===== src/rtl/stat_pkg.sv =====
// Shared definitions for the statistics-engine sample feeder: data widths and
// the launch FSM encoding.
package stat_pkg;
   localparam int DATA_W = 32;
   localparam int WCNT_W = 16;

   typedef enum logic [1:0] {
      ST_FILL   = 2'd0,
      ST_LAUNCH = 2'd1,
      ST_BUSY   = 2'd2
   } state_e;
endpackage


===== src/rtl/stat_sample_ram.sv =====
// Circular sample storage: synchronous write, asynchronous read so the engine
// sees the sample in the same cycle it presents an index.
module stat_sample_ram
   import stat_pkg::*;
#(
   parameter int DEPTH = 16,
   parameter int AW    = $clog2(DEPTH)
) (
   input  logic              Clk,
   input  logic              we,
   input  logic [AW-1:0]     waddr,
   input  logic [DATA_W-1:0] wdata,
   input  logic [AW-1:0]     raddr,
   output logic [DATA_W-1:0] rdata
);
   logic [DATA_W-1:0] mem_q [DEPTH];

   always_ff @(posedge Clk) begin
      if (we) mem_q[waddr] <= wdata;
   end

   assign rdata = mem_q[raddr];
endmodule


===== src/rtl/stat_window_feeder.sv =====
// Buffers incoming samples, launches the stats engine on each full window,
// serves its index->value reads and slides the window by HOP on completion.
module stat_window_feeder
   import stat_pkg::*;
#(
   parameter int DEPTH = 16,
   parameter int WIN   = 8,
   parameter int HOP   = 8
) (
   input  logic              Clk,
   input  logic              Rst,
   input  logic              in_valid,
   input  logic [DATA_W-1:0] in_data,
   output logic              in_ready,
   input  logic [DATA_W-1:0] index,
   output logic [DATA_W-1:0] value,
   output logic [DATA_W-1:0] si,
   output logic [DATA_W-1:0] ei,
   output logic              start,
   input  logic              done,
   input  logic [DATA_W-1:0] mean_in,
   input  logic [DATA_W-1:0] variance_in,
   output logic              res_valid,
   output logic [DATA_W-1:0] res_mean,
   output logic [DATA_W-1:0] res_variance,
   output logic [WCNT_W-1:0] win_count
);
   localparam int AW = $clog2(DEPTH);
   localparam logic [AW:0]   DEPTH_C = (AW+1)'(DEPTH);
   localparam logic [AW:0]   WIN_C   = (AW+1)'(WIN);
   localparam logic [AW:0]   HOP_OCC = (AW+1)'(HOP);
   localparam logic [AW-1:0] HOP_PTR = AW'(HOP);

   state_e              state_q, state_d;
   logic [AW-1:0]       wp_q, wp_d, base_q, base_d;
   logic [AW:0]         occ_q, occ_d;
   logic                res_valid_q, res_valid_d;
   logic [DATA_W-1:0]   res_mean_q, res_mean_d, res_var_q, res_var_d;
   logic [WCNT_W-1:0]   win_count_q, win_count_d;

   logic                busy, can_accept, wr_en, done_ok;
   logic [AW-1:0]       rd_addr;
   logic [DATA_W-1:0]   rd_data;

   // FSM: state register
   always_ff @(posedge Clk or negedge Rst) begin
      if (!Rst) state_q <= ST_FILL;
      else      state_q <= state_d;
   end

   // FSM: next state
   always_comb begin
      state_d = state_q;
      case (state_q)
         ST_FILL:   if (occ_q >= WIN_C) state_d = ST_LAUNCH;
         ST_LAUNCH: state_d = ST_BUSY;
         ST_BUSY:   if (done) state_d = ST_FILL;
         default:   state_d = ST_FILL;
      endcase
   end

   // FSM: outputs
   always_comb begin
      start = 1'b0;
      busy  = 1'b0;
      case (state_q)
         ST_LAUNCH: start = 1'b1;
         ST_BUSY:   busy  = 1'b1;
         default:   ;
      endcase
   end

   always_comb begin
      can_accept  = (occ_q < DEPTH_C);
      wr_en       = in_valid && can_accept;
      done_ok     = done && busy;
      wp_d        = wr_en ? wp_q + AW'(1) : wp_q;
      // A write and a completion in the same cycle net out to +1-HOP.
      occ_d       = occ_q + (AW+1)'(wr_en) - (done_ok ? HOP_OCC : '0);
      base_d      = done_ok ? base_q + HOP_PTR : base_q;
      res_valid_d = done_ok;
      res_mean_d  = done_ok ? mean_in : res_mean_q;
      res_var_d   = done_ok ? variance_in : res_var_q;
      win_count_d = done_ok ? win_count_q + WCNT_W'(1) : win_count_q;
   end

   always_ff @(posedge Clk or negedge Rst) begin
      if (!Rst) begin
         wp_q        <= '0;
         base_q      <= '0;
         occ_q       <= '0;
         res_valid_q <= 1'b0;
         res_mean_q  <= '0;
         res_var_q   <= '0;
         win_count_q <= '0;
      end else begin
         wp_q        <= wp_d;
         base_q      <= base_d;
         occ_q       <= occ_d;
         res_valid_q <= res_valid_d;
         res_mean_q  <= res_mean_d;
         res_var_q   <= res_var_d;
         win_count_q <= win_count_d;
      end
   end

   stat_sample_ram #(.DEPTH(DEPTH)) u_ram (
      .Clk   (Clk),
      .we    (wr_en),
      .waddr (wp_q),
      .wdata (in_data),
      .raddr (rd_addr),
      .rdata (rd_data)
   );

   assign rd_addr = base_q + index[AW-1:0];
   assign value   = (busy && (index < DATA_W'(WIN))) ? rd_data : '0;

   // Combinational outputs are held at 0 while reset is asserted.
   assign in_ready     = Rst && can_accept;
   assign si           = '0;
   assign ei           = Rst ? DATA_W'(WIN) : '0;
   assign res_valid    = res_valid_q;
   assign res_mean     = res_mean_q;
   assign res_variance = res_var_q;
   assign win_count    = win_count_q;
endmodule


===== config.mk =====
export PLATFORM = sky130hd
export DESIGN_NAME = stat_window_feeder
export DESIGN_NICKNAME = d
export VERILOG_FILES = /design/src/rtl/stat_pkg.sv /design/src/rtl/stat_sample_ram.sv /design/src/rtl/stat_window_feeder.sv
export SDC_FILE = /design/constraint.sdc
export NUM_CORES = 1
export LEC_CHECK = 0
export CORE_MARGIN = 10
export CORE_UTILIZATION = 55
export DETAILED_ROUTE_END_ITERATION = 10
export PLACE_DENSITY = 0.8
export SETUP_SLACK_MARGIN = 0.1
export SYNTH_ARGS = -nofsm -noshare
export SYNTH_HDL_FRONTEND = slang
export SYNTH_HIERARCHICAL = 1
export SYNTH_SLANG_ARGS = --single-unit

===== constraint.sdc =====
create_clock -name Clk -period 5.7 [get_ports Clk]
set_input_delay 0.855 -clock Clk [delete_from_list [all_inputs] [get_ports Clk]]
set_output_delay 0.855 -clock Clk [all_outputs]
set_load 0.01 [all_outputs]

# --- Word level (Yosys, flattened, before mapping) ---
# Memories as Yosys holds them, arrays and structs flattened.
# Index checks and enable logic that the tools add are counted.
totals:
  wordCells: 38
  register_bits: 96
  memories: 1
  inputBits: 132
  ram_bits: 512
  output_inout_bits: 179
mem_list:
  columns: ["name", "words", "width", "rd", "rd_clocked_by_memory_dff", "wr", "line", "text"]
  rows:
  - ["u_ram.mem_q", 16, 32, 1, 0, 1, "stat_sample_ram.sv:16", "logic [DATA_W-1:0] mem_q [DEPTH];"]
op_classes:
  n_reduce_logical: 6
  eq_ne: 4
  n_lt_le_gt_ge: 3
  add_sub_neg: 6
  n_mux: 10
ops:
  columns: ["op", "n"]
  rows:
  - ["$lt A32 B4 Y1 const B", 1]
  - ["$mux W32", 1]
  - ["$add A16 B1 Y16 const B", 1]
  - ["$mux W4", 2]
  - ["$pmux W2 S3", 1]
  - ["$add A5 B1 Y5", 1]
  - ["$ge A5 B4 Y1 const B", 1]
  - ["$lt A5 B5 Y1 const B", 1]
  - ["$sub A5 B4 Y5", 1]
  - ["$add A4 B1 Y4 const B", 1]
  - ["$add A4 B4 Y4", 1]
  - ["$add A4 B4 Y4 const B", 1]
  - ["$logic_and A1 B1 Y1", 4]
  - ["$mux W1", 4]
  - ["$mux W2", 2]
  - ["$ne A2 B2 Y1 const B", 2]
  - ["$eq A2 B1 Y1 const B", 1]
  - ["$eq A2 B2 Y1 const B", 1]
  - ["$logic_not A2 Y1", 1]
  - ["$reduce_and A2 Y1", 1]

# --- Depth between registers and ports, before layout ---
depth:
  word_depth: 5
  ltp_mapped: 8
  mapped_depth_nobuf: 7

# --- Modules after synthesis ---
# Netlist, hierarchy kept.
by_module_without_submodules:
  columns: ["module", "cells_each", "seq_area_each_um2", "n_inst", "area_each_um2"]
  rows:
  - ["stat_sample_ram", 806, 15374.7, 1, 19213.4]
  - ["stat_window_feeder", 490, 2327.2, 1, 4516.8]

# --- Worst setup path before layout ---
# Ideal clock, no wire load.
synth_path:
  path_type: "input-to-reg"
  start: "in in_valid"
  end: "mem u_ram.mem_q[0][0] (enable)"
  path_slack_ns: 1.284
  required_ns: 5.239
  stages: 4
  arrival_time_ns: 3.955
  cell_sequence: "nor2b_1 -> clkbuf_1 -> or3b_2 -> nor3_1"
synth_via:
  elab_chain_cells: 3
synth_rtl:
  columns: ["element", "line", "text"]
  rows:
  - ["start: declaration", "stat_window_feeder.sv:12", "input logic in_valid,"]
  - ["$logic_and A1 B1 Y1", "stat_window_feeder.sv:75", "wr_en = in_valid && can_accept;"]
  - ["named net wr_en", "stat_window_feeder.sv:41", "logic busy, can_accept, wr_en, done_ok;"]
  - ["$mux W1", "stat_sample_ram.sv:19", "if (we) mem_q[waddr] <= wdata;"]
  - ["$mux W1 (not written as such)", "stat_sample_ram.sv:19", null]
  - ["end: declaration", "stat_sample_ram.sv:16", null]
# The timed path passes the listed nets, and every way through them passes these cells.

# --- Worst setup path in the final report ---
layout_path:
  start: "in index[3]"
  end: "out value[5]"
layout_via:
  elab_chain_cells: 3
layout_rtl:
  columns: ["element", "line", "text"]
  rows:
  - ["start: declaration", "stat_window_feeder.sv:15", "input logic [DATA_W-1:0] index,"]
  - ["$add A4 B4 Y4", "stat_window_feeder.sv:116", "assign rd_addr = base_q + index[AW-1:0];"]
  - ["named net rd_addr[3]", "stat_window_feeder.sv:42", "logic [AW-1:0] rd_addr;"]
  - ["$mem_v2 Z16 W32", null, null]
  - ["named net rd_data[5]", "stat_window_feeder.sv:43", "logic [DATA_W-1:0] rd_data;"]
  - ["$mux W32", "stat_window_feeder.sv:117", "assign value = (busy && (index < DATA_W'(WIN))) ? rd_data : '0;"]
  - ["end: declaration", "stat_window_feeder.sv:16", "output logic [DATA_W-1:0] value,"]
# The timed path passes the listed nets, and every way through them passes these cells.

==> metrics.md <==
| Metric | Value |
|---|---|
| Peak supply drop | `roughly 320 uV` |
| Bufs on Longest Clock Path | `3` |
| Top cell type's share of synthesized area | `roughly 65%` |
| Setup bufs post-CTS | `0` |
| # nets final | `~1700` |
| Cell Chain, Critical Path | `clkdlybuf4s50_1, xor2_1, nor2b_4, buf_4, a22oi_1, nand2_1, and2_1, clkdlybuf4s50_1` |
| End of the critical path | `value[5]` |
| CTS tree | `done` |
| Cell Area, Synth | `23700 sq um` |
| WHS | `approximately 180 ps` |
| Gr usage total | `~22%` |
| DRT antenna net count | `0` |
| CP Max Fanout | `19` |
| Ant. Diodes | `0` |
| Fin Setup TNS | `0 ps` |
| Pleak | `between 10 and 15 nW` |
| Row cnt | `between 70 and 80` |
| Placed insts | `2098` |
| Period utilisation layout | `84.8%` |
| Final Max Slew Viols | `0` |
| Crit-path leading delay family | `buffers and inverters` |
| Routed wl met3 | `approximately 6700 microns` |
| Fin cells | `about 2200` |
| Via density | `5.84` |
| Worst R2R Setup Slack | `2650 ps` |
| Worst setup SP type | `input port` |
| Predominant post-synthesis flop cell | `edfxtp_1` |
| Syn Area/Cell | `approximately 18 sq um` |
| HP Class | `in2async` |
| Total gr overflow | `0` |
| Sink Count | `approximately 610` |
| Area grow syn2layout | `20.6%` |
| Core Area | `approximately 43000 sq um` |
| Sequential share of the synthesized area | `approximately three quarters` |
| WL met1 | `approximately 21000 microns` |
| Filler cell count | `2747` |
| Yosys warning count | `6` |
| Violation count after the first detailed-route iteration | `around 1300` |
| Critical Path End Type | `primary output` |
| Seq cells post-synth | `just over 600` |
| Distinct cells, synth | `38` |
| Critical path buffers and inverters | `3` |
| Synth async-reset ratio | `between 10% and 20%` |
| Clock-pin slew on the worst setup and hold paths | `60 ps` |
| Fmax | `207 MHz` |
| CTS Root Cell | `clkbuf_16` |
| Die width | `228 microns` |
| Critical-path top delay cell | `nor2b_4` |
| Skew-Pair Late Insertion Delay | `600 ps` |
| Die footprint | `51900 sq um` |
| Final Hold Fails | `0` |
| Initial antenna violation count | `2` |
| Setup crit start | `index[3]` |
| Final setup viols | `0` |
| Max incr delay on CP | `roughly 800 ps` |
| Slew HR | `about 29%` |
| Initial core utilization | `around 55%` |
| Largest net degree at the start of global routing | `63` |
| Total Wirelength | `just under 60000 microns` |
| CTS buffer count | `just under 60` |
| Synth area leaders | `edfxtp_1, mux4_2, dfrtp_1, nand2_1, buf_4` |
| Crit path kind | `in2out` |
| Resize count post-CTS | `0` |
| Arr. time, crit path | `between 3000 and 4000 ps` |
| R2R Path End | `u_ram/mem_q[2][11]$_DFFE_PP_` |
| First-pass GRT wire length | `about 90000 microns` |
| DRT Pass-1 Iters | `7` |
| Mapped Cells | `around 1300` |
| Unrepaired setup endpoints after global routing | `false` |
| DR WL/cell | `roughly 27 microns` |
| PD cells | `about 400 nW/um^2` |
| CP Depth | `8` |
| CP required | `between 4000 and 5000 ps` |
| CTS Hold Bufs | `0` |
| Reg2Reg Launch Point | `occ_q[4]$_DFF_PN0_` |
| Status | `finished, final reports clean` |
| Number of synthesized flops with an enable pin | `512` |
| Final worst path period need | `roughly 4800 ps` |
| Final GP Congestion | `around 0.80` |
| Met2 WL | `about 29000 microns` |
| Vias in the first global route | `13800` |
| Max cap viols | `0` |
| Die Ht | `~230 microns` |
| R2r worst-path depth | `4` |
| Layout cell share with drive strength beyond 1 | `between 15 and 20%` |
| Vias | `12900` |
| Drt drc | `0` |
| Area leader, netlist | `edfxtp_1` |
| H-tree lvl count | `2` |
| Number of top-level pins | `just over 300` |
| HPWL after DPL | `~35000 microns` |
| Slew @ Worst Pin | `1060 ps` |
| Count leader, synth | `edfxtp_1` |
| Post-synth top cells | `edfxtp_1, nand2_1, mux4_2` |
| Setup Skew | `between 15 and 20 ps` |
| Top sig layer | `met5` |
| IO Port Bufs | `between 200 and 250` |
| Most used cell along the critical path | `clkdlybuf4s50_1` |
metrics by stage:
stage | utilization, % | power (mW) | setup slack [ps] | area, sq um
after floorplan | - | 6.69 | 1280 | 24000
after CTS | 66.7 | 11.5 | 869 | 28600
after detailed placement | 62.4 | 7.80 | 950 | 26800
after global routing | 66.7 | 11.9 | 711 | 28600
final | 66.7 | 11.4 | 865 | 28600
after global placement | 62.4 | 7.72 | 982 | 26800
metal layers:
metal	GRT usage, %	vias to the layer above
met2	36.9	736
met3	7.17	91
met1	28.4	6646
li1	-	5429
met5	0	-
met4	5.81	2
state kept, by name, summed over array words and instances (netlist names):
name and flops:
res_mean 32, res_valid 1, base_q 1, state_q 2, occ_q 5, res_variance 32, win_count 16, wp_q 4
u_ram/mem_q 512
report_power, final:
part           internal [mW]  switching (mW)  total [mW]
logic                  0.933            1.22        2.16
clock network           2.08            1.60        3.68
registers               5.33           0.252        5.58
total                   8.34            3.08        11.4
cell usage in the layout (no fill, tap or decap), drive strengths merged, types with 6 or more instances in the layout:
master	n
dfrtp	93
edfxtp	512
clkdlybuf4s50	244
xnor2	17
conb	63
nor4	6
nor3	8
buf	36
nor2	17
ha	9
clkinv	24
clkbuf	85
a22oi	64
and2	33
xor2	7
inv	7
mux4	128
nand2	234
nand4	6
cell type report:
type                    count  area, sq um  area share (%)
flip-flops and latches    605        17700            61.9
clock buffers              84         1620            5.68
clock inverters            28          216           0.757
repair buffers            281         2750            9.62
well taps                 585          732            2.56
inverters                   5         18.8          0.0656
multi-input cells         622         5560            19.4
worst reg2reg max path, stage by stage, from the launching register on:
cell	delay (ps)
dfrtp_1	420
nor2b_1	540
or3b_2	630
nor2_4	700
buf_4	430
kinds of logic (layout without fill, tap and decap cells):
family / Yosys count / in the layout / synth area share [%]
DFF: 605 / 605 / 74.6
and+or+nand+nor: 330 / 330 / 6.20
buffers and inverters: 131 / 398 / 3.52
muxes: 129 / 129 / 12.2
AOI/OAI and AO/OA: 67 / 67 / 2.11
xor gates and xnor gates: 24 / 24 / 0.886
adders and majority gates: 9 / 9 / 0.475
other: 1 / 63 / 0.0158
worst min path at each step:
stage / endpoint / cells after the start / from / slack (ps)
6_report: res_mean[8]$_DFFE_PN0P_ / 1 / Rst / 180
3_3_place_gp: res_variance[9]$_DFFE_PN0P_ / 2 / res_variance[9]$_DFFE_PN0P_ / 460
3_5_place_dp: res_variance[4]$_DFFE_PN0P_ / 2 / res_variance[4]$_DFFE_PN0P_ / 460
4_1_cts: res_mean[13]$_DFFE_PN0P_ / 1 / Rst / 160
2_1_floorplan: state_q[0]$_DFFE_PN0P_ / 1 / state_q[1]$_DFFE_PN0P_ / 460
5_1_grt: res_mean[13]$_DFFE_PN0P_ / 1 / Rst / 190
No activity file was read; power rests on OpenSTA's default activity.
